<file path="src/rtl/eusci_baud_rate_gen_pkg.sv">
`default_nettype none
// +----------------------------------------------------------------------+
// | eusci_baud_rate_gen_pkg : shared eUSCI_A baud-rate definitions       |
// | Revision 1.0                                                         |
// +----------------------------------------------------------------------+
package eusci_baud_rate_gen_pkg;

   localparam int DEF_CNT_W       = 16;
   localparam int DEF_SAMPLE_TICK = 8;
   localparam int DEF_MIN_LF_PER  = 2;

   typedef enum logic [0:0] {
      ST_IDLE = 1'b0,
      ST_RUN  = 1'b1
   } state_t;

endpackage
`default_nettype wire

</file>
<file path="src/rtl/eusci_brclk_prescaler.sv">
`default_nettype none
// +----------------------------------------------------------------------+
// | eusci_brclk_prescaler : qualified up-counter with half/done strobes  |
// | Revision 1.0                                                         |
// +----------------------------------------------------------------------+
module eusci_brclk_prescaler #(
   parameter int LEN_W = 17
) (
   input  logic             MCLK,
   input  logic             reset,
   input  logic             clear,
   input  logic             BRCLK_en,
   input  logic [LEN_W-1:0] length,
   output logic             half,
   output logic             done
);

   logic [LEN_W-1:0] cnt;
   logic [LEN_W-1:0] cnt_nxt;
   logic [LEN_W-1:0] half_raw;
   logic [LEN_W-1:0] half_len;
   logic             advance;

   always_comb begin
      cnt_nxt  = cnt + {{(LEN_W-1){1'b0}}, 1'b1};
      half_raw = length >> 1;
      half_len = (half_raw == '0) ? {{(LEN_W-1){1'b0}}, 1'b1} : half_raw;
      advance  = BRCLK_en & ~clear;
      // Strobes fire on the tick that completes the count, so the caller can register them in the same edge
      done     = advance & (cnt_nxt == length);
      half     = advance & (cnt_nxt == half_len);
   end

   always_ff @(posedge MCLK or negedge reset) begin
      if (!reset) begin
         cnt <= '0;
      end else if (clear || done) begin
         cnt <= '0;
      end else if (advance) begin
         cnt <= cnt_nxt;
      end
   end

endmodule
`default_nettype wire

</file>
<file path="src/rtl/eusci_baud_rate_gen.sv">
`default_nettype none
// +----------------------------------------------------------------------+
// | eusci_baud_rate_gen : modulated UART BITCLK generator (LF / OS16)     |
// | Revision 1.0                                                         |
// +----------------------------------------------------------------------+
module eusci_baud_rate_gen
   import eusci_baud_rate_gen_pkg::*;
#(
   parameter int CNT_W       = DEF_CNT_W,
   parameter int SAMPLE_TICK = DEF_SAMPLE_TICK,
   parameter int MIN_LF_PER  = DEF_MIN_LF_PER
) (
   input  logic             MCLK,
   input  logic             reset,
   input  logic             BRCLK_en,
   input  logic             run,
   input  logic             restart,
   input  logic             wUCOS16,
   input  logic [CNT_W-1:0] wUCBRx,
   input  logic [3:0]       wUCBRFx,
   input  logic [7:0]       wUCBRSx,
   output logic             BITCLK,
   output logic             BITCLK16,
   output logic             oBitStart,
   output logic             oSample
);

   localparam int         LEN_W       = CNT_W + 1;
   localparam logic [3:0] SAMPLE_PREV = 4'(SAMPLE_TICK - 1);

   state_t           state;
   logic             os16_q;
   logic [CNT_W-1:0] brx_q;
   logic [3:0]       brf_q;
   logic [7:0]       brs_q;
   logic [2:0]       bit_idx;
   logic [3:0]       tick;

   logic             mod_bit;
   logic [LEN_W-1:0] lf_sum;
   logic [LEN_W-1:0] lf_len;
   logic [LEN_W-1:0] os_base;
   logic [LEN_W-1:0] os_len;
   logic [LEN_W-1:0] length;
   logic             clear;
   logic             half;
   logic             done;
   logic             start;
   logic             wrap;
   logic             tick_adv;

   always_comb begin
      mod_bit  = brs_q[3'd7 - bit_idx];
      lf_sum   = {1'b0, brx_q} + {{CNT_W{1'b0}}, mod_bit};
      lf_len   = (lf_sum < LEN_W'(MIN_LF_PER)) ? LEN_W'(MIN_LF_PER) : lf_sum;
      os_base  = (brx_q == '0) ? {{CNT_W{1'b0}}, 1'b1} : {1'b0, brx_q};
      os_len   = os_base + {{CNT_W{1'b0}}, (tick < brf_q)}
                         + {{CNT_W{1'b0}}, ((tick == 4'd15) & mod_bit)};
      length   = os16_q ? os_len : lf_len;
      clear    = (state == ST_IDLE) | ~run | restart;
      // done is already suppressed by clear, so these imply RUN with no restart
      start    = run & ((state == ST_IDLE) | restart);
      wrap     = done & (~os16_q | (tick == 4'd15));
      tick_adv = done & os16_q & (tick != 4'd15);
   end

   eusci_brclk_prescaler #(
      .LEN_W (LEN_W)
   ) u_prescaler (
      .MCLK     (MCLK),
      .reset    (reset),
      .clear    (clear),
      .BRCLK_en (BRCLK_en),
      .length   (length),
      .half     (half),
      .done     (done)
   );

   // Configuration only moves at a bit boundary so a running bit keeps its length
   always_ff @(posedge MCLK or negedge reset) begin
      if (!reset) begin
         os16_q <= 1'b0;
         brx_q  <= '0;
         brf_q  <= '0;
         brs_q  <= '0;
      end else if (start || wrap) begin
         os16_q <= wUCOS16;
         brx_q  <= wUCBRx;
         brf_q  <= wUCBRFx;
         brs_q  <= wUCBRSx;
      end
   end

   always_ff @(posedge MCLK or negedge reset) begin
      if (!reset) begin
         state     <= ST_IDLE;
         bit_idx   <= '0;
         tick      <= '0;
         BITCLK    <= 1'b0;
         BITCLK16  <= 1'b0;
         oBitStart <= 1'b0;
         oSample   <= 1'b0;
      end else begin
         oBitStart <= 1'b0;
         oSample   <= 1'b0;
         case (state)
            ST_IDLE: begin
               if (run) begin
                  state     <= ST_RUN;
                  bit_idx   <= '0;
                  tick      <= '0;
                  BITCLK    <= 1'b0;
                  BITCLK16  <= wUCOS16;
                  oBitStart <= 1'b1;
               end
            end
            ST_RUN: begin
               if (!run) begin
                  state    <= ST_IDLE;
                  bit_idx  <= '0;
                  tick     <= '0;
                  BITCLK   <= 1'b0;
                  BITCLK16 <= 1'b0;
               end else if (restart) begin
                  bit_idx   <= '0;
                  tick      <= '0;
                  BITCLK    <= 1'b0;
                  BITCLK16  <= wUCOS16;
                  oBitStart <= 1'b1;
               end else if (wrap) begin
                  bit_idx   <= bit_idx + 3'd1;
                  tick      <= '0;
                  BITCLK    <= 1'b0;
                  BITCLK16  <= wUCOS16;
                  oBitStart <= 1'b1;
               end else if (tick_adv) begin
                  tick     <= tick + 4'd1;
                  BITCLK16 <= 1'b1;
                  if (tick == SAMPLE_PREV) begin
                     BITCLK  <= 1'b1;
                     oSample <= 1'b1;
                  end
               end else if (half) begin
                  if (os16_q) begin
                     BITCLK16 <= 1'b0;
                  end else begin
                     BITCLK  <= 1'b1;
                     oSample <= 1'b1;
                  end
               end
            end
            default: state <= ST_IDLE;
         endcase
      end
   end

endmodule
`default_nettype wire

</file>
<file path="config.mk">
export PLATFORM = sky130hd
export DESIGN_NAME = eusci_baud_rate_gen
export DESIGN_NICKNAME = d
export VERILOG_FILES = /design/src/rtl/eusci_baud_rate_gen_pkg.sv /design/src/rtl/eusci_brclk_prescaler.sv /design/src/rtl/eusci_baud_rate_gen.sv
export SDC_FILE = /design/constraint.sdc
export NUM_CORES = 1
export LEC_CHECK = 0
export ABC_AREA = 1
export BUFFER_PORTS_ARGS = -buffer_cell sky130_fd_sc_hd__clkbuf_2
export CAP_MARGIN = 20
export CORE_UTILIZATION = 40
export CTS_CLUSTER_SIZE = 16
export DETAILED_ROUTE_END_ITERATION = 16
export GPL_ROUTABILITY_DRIVEN = 0
export PLACE_DENSITY = 0.68
export SYNTH_ARGS = -nofsm -noshare
export SYNTH_HDL_FRONTEND = slang
export SYNTH_SLANG_ARGS = --single-unit
</file>
<file path="constraint.sdc">
create_clock -name MCLK -period 4.5 [get_ports MCLK]
set_input_delay 0.225 -clock MCLK [delete_from_list [all_inputs] [get_ports MCLK]]
set_output_delay 0.225 -clock MCLK [all_outputs]
set_load 0.01 [all_outputs]
</file>
==> results of run 1 <==
-- cell usage in the layout, fill, tap and decap left out, types with 3 or more instances in the layout --
cell type  count
o21ai_1       11
inv_2          7
o22ai_1       14
clkinv_4       3
nand4_1       18
nor2_4         4
clkbuf_2      37
clkbuf_16     10
nor2_2         8
xor2_1        19
nor3_1         7
nor4_1         4
nor2_1        62
nand2_1      222
o21ai_2       11
nand3_1       63
ha_1           9
nand3_2        4
dfrtp_1       58
nand2_2        9
bufinv_16      3
inv_1         80
o21ai_0       30
or2_2          4
a21oi_1        8
-- cell type report --
| class | instances | area [um^2] |
|---|---|---|
| fill | 1105 | 5750 |
| multi-input combinational | 530 | 2680 |
| clock buffer | 9 | 225 |
| tap | 140 | 175 |
| inverter | 87 | 327 |
| clock inverter | 7 | 125 |
| sequential | 58 | 1450 |
| timing repair buffer | 41 | 245 |
-- stage by stage --
stage	util [%]	hold slack, ps
3_5_place_dp	44.0	413
6_report	47.6	42.5
5_1_grt	47.6	75.9
3_3_place_gp	44.0	409
2_1_floorplan	-	-70.6
4_1_cts	47.2	62.8
-- state kept, by name (all words and copies together), names as in the netlist --
name / count
brs_q: 8
u_prescaler.cnt: 17
oSample: 1
brx_q: 16
brf_q: 4
bit_idx: 3
tick: 4
state: 1
BITCLK: 1
os16_q: 1
oBitStart: 1
BITCLK16: 1
-- repair_timing --
| item | 4_1_cts | 5_1_grt |
|---|---|---|
| gates resized for setup | 0 | 7 |
| setup endpoints to repair | 0 | 50 |
| hold buffers | 0 | 0 |
-- routing by layer --
| layer | routed length, um | vias up |
|---|---|---|
| met3 | 839 | 26 |
| li1 | - | 2316 |
| met4 | 289 | 0 |
| met2 | 5760 | 176 |
| met1 | 5510 | 2165 |
| met5 | 0 | - |
-- power by group through the flow --
stage | registers (mW) | clock network [mW] | logic, mW
2_1_floorplan | 0.593 | 0 | 0.279
3_3_place_gp | 0.613 | 0 | 0.356
3_5_place_dp | 0.614 | 0 | 0.362
4_1_cts | 0.605 | 0.819 | 0.365
5_1_grt | 0.611 | 0.846 | 0.423
6_report | 0.607 | 0.809 | 0.376
-- cells by family after synthesis --
family / after synthesis / share of synthesized area [%]
AOI/OAI and AO/OA: 87 / 11.7
xor gates and xnor gates: 21 / 4.04
adders and majority gates: 10 / 2.91
buffers and inverters: 103 / 9.80
DFF: 58 / 31.8
and+or+nand+nor: 412 / 39.7
-- worst max-delay path by stage --
stage / startpoint / to / slack (ps) / cells past startpoint
2_1_floorplan: bit_idx[0] / os16_q / 1020 / 27
3_3_place_gp: bit_idx[0] / u_prescaler.cnt[1] / 430 / 23
3_5_place_dp: bit_idx[0] / brx_q[13] / 290 / 27
4_1_cts: bit_idx[0] / brx_q[13] / 230 / 27
5_1_grt: bit_idx[0] / os16_q / -30 / 25
6_report: bit_idx[0] / os16_q / 360 / 25
==> impl_metrics.sql, run 1 <==
INSERT INTO impl_metrics (metric_group, metric, value, unit) VALUES
('floorplanning', 'fp-row-count', '38', ''),
('global_routing', 'globalRoute.busiestLayer', 'met2', ''),
('clocking', 'clk_sink_count', '58', ''),
('critical_path', 'crit_path_end_kind', 'flop', ''),
('power', 'seq_power_share', '33.9', '%'),
('clocking', 'clockRootBuffer', 'clkbuf_16', ''),
('synth', 'synth_cells', '691', ''),
('layout', 'final_cell_area', '5230', 'um^2'),
('drt', 'post_route_drc', '0', ''),
('floorplanning', 'ioPinCount', '38', ''),
('sta', 'post_layout_worst_setup_margin', '359', 'ps'),
('global_routing', 'grt-ovfl-total', '0', ''),
('floorplanning', 'dieHeight', '109', 'um'),
('layout', 'fin_nets', '771', ''),
('clocking', 'post-cts-setup-buffer-count', '0', ''),
('synth', 'proportion_of_synthesized_chip_area_in_sequential_cells', '31.8', '%'),
('critical_path', 'cpMaxStageDelayCell', 'fa_1', ''),
('floorplanning', 'initial_core_util', '41.5', '%'),
('clocking', 'h-tree-depth', '3', ''),
('drt', 'routedWlPerCell', '14.2', 'um'),
('sta', 'timing_worst_slew_pin_value', '839', 'ps'),
('sta', 'rsz_0062_raised_after_global_routing', 'yes', ''),
('sta', 'finalClockSkew', '10.6', 'ps'),
('critical_path', 'critical_path_required', '4700', 'ps'),
('floorplanning', 'die_width', '109', 'um'),
('run_status', 'status', 'finished clean', ''),
('global_routing', 'grt_max_degree', '59', ''),
('placement', 'placed_area', '4830', 'um^2'),
('synth', 'post-synth-top-count-cell', 'nand2_1', ''),
('synth', 'post_synth_most_frequent_cells', '225 x nand2_1, 80 x inv_1, 64 x nor2_1', ''),
('flow_run', 'cap_violations', '0', ''),
('sta', 'totalNegativeSetupSlack', '0', 'ps'),
('min_path', 'worstHoldPathType', 'in -> async', ''),
('global_routing', 'grt_util_met1', '28.8', '%'),
('power', 'switching_power', '0.561', 'mW'),
('sta', 'report.final.hold_viol_count', '0', ''),
('power', 'power.leakage', '2.54', 'nW'),
('clocking', 'cts_made_buffers', '9', ''),
('floorplanning', 'floorplan.die_area', '11800', 'um^2'),
('critical_path', 'timing.critical_path.fanout_max', '23', ''),
('placement', 'io_buffer_count', '37', ''),
('placement', 'post-place-cells', '855', ''),
('global_routing', 'total_global_routing_track_utilization', '22.4', '%'),
('drt', 'route.final.wire_length', '12400', 'um'),
('synth', 'number_of_flip_flops_and_latches_in_the_synthesized_netlist', '58', ''),
('sta', 'finalCritPeriodShare', '92.0', '%'),
('layout', 'layout_cells_sized_above_1', '14.6', '%'),
('drt', 'drt.antenna.violating_nets', '0', ''),
('global_routing', 'groute.layer.met2.usage', '36.8', '%'),
('sta', 'timing_max_transition_violations_final', '0', ''),
('critical_path', 'ff2ff_path_depth', '25', ''),
('critical_path', 'worst_setup_path_start_kind', 'flop', ''),
('synth', 'yosys.area.top_type', 'dfrtp_1', ''),
('clocking', 'cts_tree', 'done', ''),
('synth', 'ys_async_sr_fraction', '100', '%'),
('critical_path', 'critical_path.top_delay_family', 'simple AND/OR/NAND/NOR gates', ''),
('power', 'internal_cell_power', '1.23', 'mW'),
('synth', 'synthesis.yosys.warnings', '0', ''),
('drt', 'drtIter0Drc', '352', ''),
('critical_path', 'rr_endpoint', 'os16_q', ''),
('sta', 'setup_viol', '0', ''),
('power', 'power.share.combinational', '21.0', '%'),
('synth', 'yosys_most_used_dff', 'dfrtp_1', ''),
('drt', 'num_vias', '4683', ''),
('synth', 'synth_cell_type_count', '43', ''),
('global_routing', 'grt_util_met3', '4.06', '%'),
('synth', 'synthDominantCellAreaShare', '31.8', '%'),
('layout', 'antenna-diode-count', '0', ''),
('placement', 'dpl.hpwl', '9100', 'um'),
('power', 'peakVddDrop', '165', 'uV'),
('clocking', 'clkSlewWorstSetupHoldPaths', '60', 'ps');
Note: power is estimated with default switching activity, not from simulation.
==> run 2, diff against run 1 <==
--- a/config.mk
+++ b/config.mk
@@ -5,7 +5,7 @@
 export SDC_FILE = /design/constraint.sdc
 export NUM_CORES = 1
 export LEC_CHECK = 0
-export ABC_AREA = 1
+export ABC_AREA = 0
 export BUFFER_PORTS_ARGS = -buffer_cell sky130_fd_sc_hd__clkbuf_2
 export CAP_MARGIN = 20
 export CORE_UTILIZATION = 40
@@ -16,3 +16,4 @@
 export SYNTH_ARGS = -nofsm -noshare
 export SYNTH_HDL_FRONTEND = slang
 export SYNTH_SLANG_ARGS = --single-unit
+export TNS_END_PERCENT = 30
==> impl_metrics.sql, run 2 <==
INSERT INTO impl_metrics (metric_group, metric, value, unit) VALUES
('sta', 'finalCritPeriodShare', '107', '%'),
('run_status', 'status', 'finished, violations left', ''),
('clocking', 'clk_path_buf_depth', '2', ''),
('synth', 'synth_xor_area_share', '12.5', '%'),
('synth', 'synth_area_per_cell', '9.13', 'um^2'),
('clocking', 'hold_buffers', '0', ''),
('layout', 'most-common-layout-cells', '93 x buf_4, 57 x dfrtp_1, 44 x xnor2_1, 39 x nor2_1', ''),
('critical_path', 'worst_setup_path_start_kind', 'flop', ''),
('synth', 'yosys.area.top_type', 'dfrtp_1', ''),
('synth', 'dominant_combinational_cell_family_by_area_after_synthesis', 'simple AND/OR/NAND/NOR gates', ''),
('clocking', 'clkSlewWorstSetupHoldPaths', '60', 'ps'),
('layout', 'layout-area-overhead-vs-synth', '31.2', '%'),
('placement', 'placed_area', '5750', 'um^2'),
('sta', 'totalNegativeSetupSlack', '-10100', 'ps'),
('sta', 'finalClockSkew', '11.6', 'ps'),
('clocking', 'h-tree-depth', '3', ''),
('placement', 'dp_worst_setup_slack', '-555', 'ps'),
('floorplanning', 'fp-row-count', '39', ''),
('synth', 'yosys_most_used_dff', 'dfrtp_1', ''),
('layout', 'finalCoreUtilization', '54.8', '%'),
('layout', 'fin_nets', '686', ''),
('synth', 'synth_mux_area_share', '11.9', '%'),
('synth', 'ys_async_sr_fraction', '100', '%'),
('synth', 'synth-edff-count', '0', ''),
('sta', 'report.final.hold_viol_count', '0', ''),
('layout', 'layout_cells_sized_above_1', '35.1', '%'),
('drt', 'detail_route.vias_per_cell', '5.81', ''),
('layout', 'final-instance-count-excl-fill', '790', ''),
('synth', 'synth_cells', '531', ''),
('critical_path', 'critical_path_required', '4720', 'ps'),
('global_routing', 'antenna_found_initial', '0', ''),
('floorplanning', 'placeableCoreArea', '11600', 'um^2'),
('placement', 'io_buffer_count', '37', ''),
('drt', 'post_route_drc', '1', ''),
('drt', 'drtIter0Drc', '264', ''),
('critical_path', 'critPathMaxStageDelay', '530', 'ps'),
('floorplanning', 'ioPinCount', '38', ''),
('global_routing', 'grt-ovfl-total', '0', ''),
('sta', 'final.hold.worst_slack', '39.5', 'ps'),
('layout', 'largest_register', 'u_prescaler.cnt', ''),
('floorplanning', 'initial_core_util', '41.7', '%'),
('critical_path', 'timing.critical_path.mode_cell', 'mux2_4', ''),
('sta', 'rsz_0062_raised_after_global_routing', 'yes', ''),
('sta', 'timing_max_transition_violations_final', '0', ''),
('synth', 'post_synth_most_frequent_cells', '58 x dfrtp_1, 45 x xnor2_1, 40 x nor2_1', ''),
('clocking', 'clk_sink_count', '58', ''),
('global_routing', 'grt_pass1_vias', '4664', ''),
('synth', 'synth-compound-area-share', '13.9', '%'),
('power', 'peakVddDrop', '185', 'uV'),
('sta', 'min_tclk_post_route', '4840', 'ps'),
('synth', 'synth_cell_type_count', '77', ''),
('run_status', 'failed_checks', 'design-rule violations, negative setup slack', ''),
('sta', 'timing_worst_slew_pin_value', '751', 'ps'),
('critical_path', 'crit_path_cell_trace', 'mux4_2 > mux2_4 > nand3_2 > fa_2 > inv_2 > ha_4 > mux2i_4 > xnor2_2 > mux2_4 > nor4_4 > nand4_1 > or4_4 > or4_4 > a21oi_4 > o31ai_4 > clkbuf_16 > mux2_4', ''),
('synth', 'ys_top_cells_by_area', 'dfrtp_1 30%, mux2_4 9.0%, xnor2_1 8.1%', ''),
('layout', 'largest_register_ff_count', '17', ''),
('min_path', 'worstHoldPathType', 'in -> async', ''),
('critical_path', 'setup.worst_path.class', 'reg -> reg', ''),
('critical_path', 'crit_path_end_kind', 'flop', ''),
('placement', 'dpl.hpwl', '9840', 'um'),
('drt', 'number_of_detailed_route_iterations_in_the_first_pass', '11', ''),
('drt', 'num_vias', '4587', ''),
('layout', 'largestRegisters', 'u_prescaler.cnt: 17 flops, brx_q: 16 flops, brs_q: 8 flops', ''),
('global_routing', 'total_global_routing_track_utilization', '23.0', '%'),
('sta', 'post_layout_worst_setup_margin', '-335', 'ps'),
('floorplanning', 'die_width', '112', 'um'),
('layout', 'antenna-diode-count', '0', ''),
('synth', 'post-synth-top-count-cell', 'dfrtp_1', ''),
('synth', 'syn-cell-area', '4850', 'um^2'),
('clocking', 'clock_latency', '340', 'ps'),
('power', 'power.leakage', '2.70', 'nW'),
('clocking', 'cts_tree', 'done', ''),
('critical_path', 'timing.critical_path.fanout_max', '7', ''),
('layout', 'layout_commonest_cell', 'buf_4', ''),
('flow_run', 'cap_violations', '0', ''),
('floorplanning', 'dieHeight', '112', 'um'),
('synth', 'synth-adder-area-share', '2.74', '%'),
('global_routing', 'grt_pass1_wl', '22600', 'um'),
('global_routing', 'grt_max_degree', '59', ''),
('power', 'p_per_cell_area', '300', 'nW/um^2'),
('layout', 'final_cell_area', '6360', 'um^2'),
('drt', 'route.final.wire_length', '13700', 'um'),
('placement', 'post-place-cells', '759', ''),
('clocking', 'cts_made_buffers', '9', ''),
('critical_path', 'cpMaxStageDelayCell', 'or4_4', ''),
('synth', 'proportion_of_synthesized_chip_area_in_sequential_cells', '29.9', '%'),
('critical_path', 'critical_path_arrival', '5060', 'ps'),
('sta', 'setup_viol', '35', ''),
('drt', 'routedWlPerCell', '17.4', 'um'),
('drt', 'drt.antenna.violating_nets', '0', ''),
('synth', 'number_of_flip_flops_and_latches_in_the_synthesized_netlist', '58', ''),
('synth', 'synthesis.yosys.warnings', '0', ''),
('synth', 'synth-simple-area-share', '24.1', '%'),
('clocking', 'clockRootBuffer', 'clkbuf_16', ''),
('sta', 'clock.fmax', '207', 'MHz'),
('synth', 'synthesis.nets', '575', ''),
('floorplanning', 'floorplan.die_area', '12600', 'um^2'),
('sta', 'slew_headroom', '49.9', '%'),
('power', 'totalPowerFinal', '1.91', 'mW'),
('synth', 'synthDominantCellAreaShare', '29.9', '%');
[run 2: worst paths after layout]
kind,startpoint,endpoint,slack (ps),depth (start not counted)
max,bit_idx[0],brs_q[5],-340,17
min,reset,BITCLK,40,2
max reg2reg,bit_idx[0],brs_q[5],-340,17
min reg2reg,BITCLK16,BITCLK16,520,1
max in group asynchronous,reset,bit_idx[0],3930,2
min in group MCLK,wUCBRx[3],brx_q[3],110,2
[run 2: critical path: cells and delay by family, from the launching register on]
kind	cells	cell delay (ps)
multiplexers	5	1710
AND/OR/NAND/NOR	5	1480
flip-flops	1	400
adder cells (fa/ha/maj)	2	390
AO/OA/AOI/OAI	2	300
buffers and inverters	2	260
XOR/XNOR	1	180
[run 2: routing by layer]
layer | part of all wire, % | vias up | global-route usage (%)
li1 | - | 2186 | -
met1 | 42 | 2204 | 27.5
met2 | 49 | 161 | 39.6
met3 | 5.9 | 36 | 5.13
met4 | 2.3 | 0 | 10.6
met5 | 0 | - | 0
[run 2: final cells by class]
class	instances	area, um^2
Clock buffer	10	239
Clock inverter	6	72.6
Fill cell	1006	5250
Inverter	17	63.8
Multi-Input combinational cell	420	3370
Sequential cell	58	1450
Tap cell	143	179
Timing Repair Buffer	136	987
[run 2: logic make-up (layout without fill, tap and decap cells)]
logic type | Yosys count | in the layout
flip-flops | 58 | 58
buffers and inverters | 53 | 169
multiplexers | 40 | 40
AND/OR/NAND/NOR | 216 | 216
adder cells (fa/ha/maj) | 10 | 10
XOR/XNOR | 61 | 61
AO/OA/AOI/OAI | 93 | 93
[run 2: power by group]
| part | internal [mW] | leakage (nW) | switching, mW |
|---|---|---|---|
| Sequential | 0.560 | 0.736 | 0.0264 |
| Clock | 0.450 | 0.150 | 0.272 |
| Combinational | 0.309 | 1.82 | 0.293 |
| Total | 1.32 | 2.70 | 0.591 |
[run 2: what timing repair did]
item                       4_1_cts  5_1_grt
cloned                           2        1
setup buffers                    6        6
setup endpoints to repair       56       57
resized for setup               17       21
pin swaps                        6       11
==> run 3, diff against run 2 <==
--- a/config.mk
+++ b/config.mk
@@ -12,7 +12,7 @@
 export CTS_CLUSTER_SIZE = 16
 export DETAILED_ROUTE_END_ITERATION = 16
 export GPL_ROUTABILITY_DRIVEN = 0
-export PLACE_DENSITY = 0.68
+export PLACE_DENSITY = 0.7
 export SYNTH_ARGS = -nofsm -noshare
 export SYNTH_HDL_FRONTEND = slang
 export SYNTH_SLANG_ARGS = --single-unit
==> constraint.sdc (replaced) <==
create_clock -name MCLK -period 4.4 [get_ports MCLK]
set_input_delay 0.22 -clock MCLK [delete_from_list [all_inputs] [get_ports MCLK]]
set_output_delay 0.22 -clock MCLK [all_outputs]
set_load 0.01 [all_outputs]
==> impl_metrics.sql, run 3 (synthesized netlist as in run 2, its figures left out) <==
INSERT INTO impl_metrics (metric_group, metric, value, unit) VALUES
('critical_path', 'critical_path_arrival', '4990', 'ps'),
('sta', 'finalCritPeriodShare', '108', '%'),
('sta', 'final.hold.worst_slack', '32.8', 'ps'),
('floorplanning', 'ioPinCount', '38', ''),
('sta', 'rsz_0062_raised_after_global_routing', 'yes', ''),
('critical_path', 'timing.critical_path.fanout_max', '12', ''),
('drt', 'drtIter0Drc', '262', ''),
('floorplanning', 'floorplan.die_area', '12600', 'um^2'),
('critical_path', 'critical_path_required', '4630', 'ps'),
('layout', 'fin_nets', '689', ''),
('sta', 'timing_worst_slew_pin_value', '752', 'ps'),
('layout', 'final_cell_area', '6450', 'um^2'),
('critical_path', 'reg2reg_setup_slack', '-370', 'ps'),
('global_routing', 'grt-ovfl-total', '0', ''),
('layout', 'count_of_fill_cells_added_during_filler_insertion', '1031', ''),
('placement', 'placed_area', '5820', 'um^2'),
('floorplanning', 'placeableCoreArea', '11600', 'um^2'),
('sta', 'post_layout_worst_setup_margin', '-366', 'ps'),
('clocking', 'hold_buffers', '0', ''),
('drt', 'num_vias', '4626', ''),
('layout', 'most-common-layout-cells', '96 x buf_4, 58 x dfrtp_1, 41 x xnor2_1, 38 x nor2_1', ''),
('drt', 'drt.antenna.violating_nets', '0', ''),
('global_routing', 'total_global_routing_track_utilization', '23.6', '%'),
('sta', 'setup_viol', '36', ''),
('power', 'p_per_cell_area', '300', 'nW/um^2'),
('layout', 'layout_commonest_cell', 'buf_4', ''),
('layout', 'finalCoreUtilization', '55.5', '%'),
('layout', 'final-instance-count-excl-fill', '791', ''),
('clocking', 'clockRootBuffer', 'clkbuf_16', ''),
('floorplanning', 'die_width', '112', 'um'),
('global_routing', 'grt_pass1_wl', '22900', 'um'),
('sta', 'timing_max_transition_violations_final', '0', ''),
('global_routing', 'grt_pass1_vias', '4609', ''),
('min_path', 'worstHoldPathType', 'in -> async', ''),
('power', 'peakVddDrop', '216', 'uV'),
('layout', 'antenna-diode-count', '0', ''),
('clocking', 'cts_tree', 'done', ''),
('flow_run', 'cap_violations', '0', ''),
('layout', 'largestRegisters', 'u_prescaler.cnt: 17 flops, brx_q: 16 flops, brs_q: 8 flops', ''),
('drt', 'route.final.wire_length', '14000', 'um'),
('layout', 'layout_cells_sized_above_1', '36.4', '%'),
('clocking', 'clock_latency', '350', 'ps'),
('placement', 'dpl.hpwl', '10200', 'um'),
('floorplanning', 'initial_core_util', '41.7', '%'),
('floorplanning', 'dieHeight', '112', 'um'),
('placement', 'io_buffer_count', '37', ''),
('run_status', 'status', 'finished, violations left', ''),
('clocking', 'clk_sink_count', '58', ''),
('layout', 'multi_input_comb_area', '3450', 'um^2'),
('critical_path', 'crit_path_end_kind', 'flop', ''),
('sta', 'finalClockSkew', '13.3', 'ps'),
('sta', 'slew_headroom', '49.9', '%'),
('layout', 'largest_register', 'u_prescaler.cnt', ''),
('global_routing', 'grt_max_degree', '59', ''),
('critical_path', 'r2r-start', 'bit_idx[0]', ''),
('layout', 'sequential_cell_area', '1450', 'um^2'),
('layout', 'largest_register_ff_count', '17', ''),
('floorplanning', 'fp-row-count', '39', ''),
('layout', 'layout-area-overhead-vs-synth', '33.0', '%'),
('drt', 'detail_route.vias_per_cell', '5.85', ''),
('clocking', 'cts_made_buffers', '9', ''),
('placement', 'post-place-cells', '766', ''),
('sta', 'report.final.hold_viol_count', '0', ''),
('sta', 'min_tclk_post_route', '4770', 'ps'),
('drt', 'post_route_drc', '1', ''),
('clocking', 'clk_path_buf_depth', '2', ''),
('clocking', 'clkSlewWorstSetupHoldPaths', '60', 'ps'),
('global_routing', 'antenna_found_initial', '0', ''),
('critical_path', 'ff2ff_path_depth', '18', ''),
('sta', 'clock.fmax', '210', 'MHz'),
('critical_path', 'setup.worst_path.class', 'reg -> reg', ''),
('power', 'power.leakage', '2.76', 'nW'),
('drt', 'number_of_detailed_route_iterations_in_the_first_pass', '10', ''),
('clocking', 'h-tree-depth', '3', ''),
('critical_path', 'worst_setup_path_start_kind', 'flop', ''),
('critical_path', 'rr_endpoint', 'brs_q[7]', ''),
('run_status', 'failed_checks', 'design-rule violations, negative setup slack', ''),
('drt', 'routedWlPerCell', '17.7', 'um');
run 3: metrics by stage:
stage | setup WS (ps) | setup TNS (ps) | power [mW]
3_3_place_gp | -577 | -19180 | 1.15
4_1_cts | -291 | -8500 | 1.92
2_1_floorplan | -296 | -9130 | 0.956
5_1_grt | -564 | -18730 | 2.02
6_report | -366 | -11190 | 1.94
3_5_place_dp | -637 | -23820 | 1.17
run 3: worst max-delay path by stage:
| stage | end | start | slack, ps | cells past startpoint |
|---|---|---|---|---|
| floorplan | brf_q[0] | tick[1] | -300 | 21 |
| global placement | BITCLK16 | brx_q[12] | -580 | 16 |
| detailed placement | brx_q[7] | brx_q[12] | -640 | 15 |
| CTS | brs_q[7] | bit_idx[0] | -290 | 18 |
| global route | brx_q[3] | bit_idx[0] | -560 | 16 |
| finish | brs_q[7] | bit_idx[0] | -370 | 18 |
run 3: what timing repair did:
action | 4_1_cts | 5_1_grt
pin swaps | 13 | 3
gates cloned | 1 | 1
resized for setup | 29 | 19
buffers inserted | 7 | 2
setup endpoints to repair | 57 | 57
run 3: layer usage:
metal,GRT usage [%],up-vias,routed length [um]
li1,-,2190,-
met2,39.5,149,6780
met5,0,-,0
met4,11.6,0,457
met3,5.45,41,790
met1,28.7,2246,6000
run 3: power breakdown:
| part | switching, mW | internal, mW |
|---|---|---|
| Clock | 0.250 | 0.459 |
| Sequential | 0.0287 | 0.573 |
| Combinational | 0.305 | 0.320 |
| Total | 0.584 | 1.35 |
run 3: area by class of cell:
| class | count | area share (%) |
|---|---|---|
| timing repair buffer | 139 | 15.7 |
| inverter | 17 | 0.990 |
| sequential | 58 | 22.5 |
| clock inverter | 3 | 0.621 |
| tap | 143 | 2.78 |
| clock buffer | 11 | 3.92 |
| multi-input combinational | 420 | 53.5 |
run 3: critical path, cell delays in order (launching register included):
cell and delay [ps]:
dfrtp_1 400, mux4_2 500, mux2_4 310, nand3_4 80, fa_2 230, inv_2 50, ha_4 160, mux2i_4 270
buf_6 170, nor3_1 70, xnor2_1 260, xnor2_1 210, nand2_1 90, or4_4 560, or4_4 470, a21oi_4 170
o31ai_4 130, buf_12 200, mux2_4 300
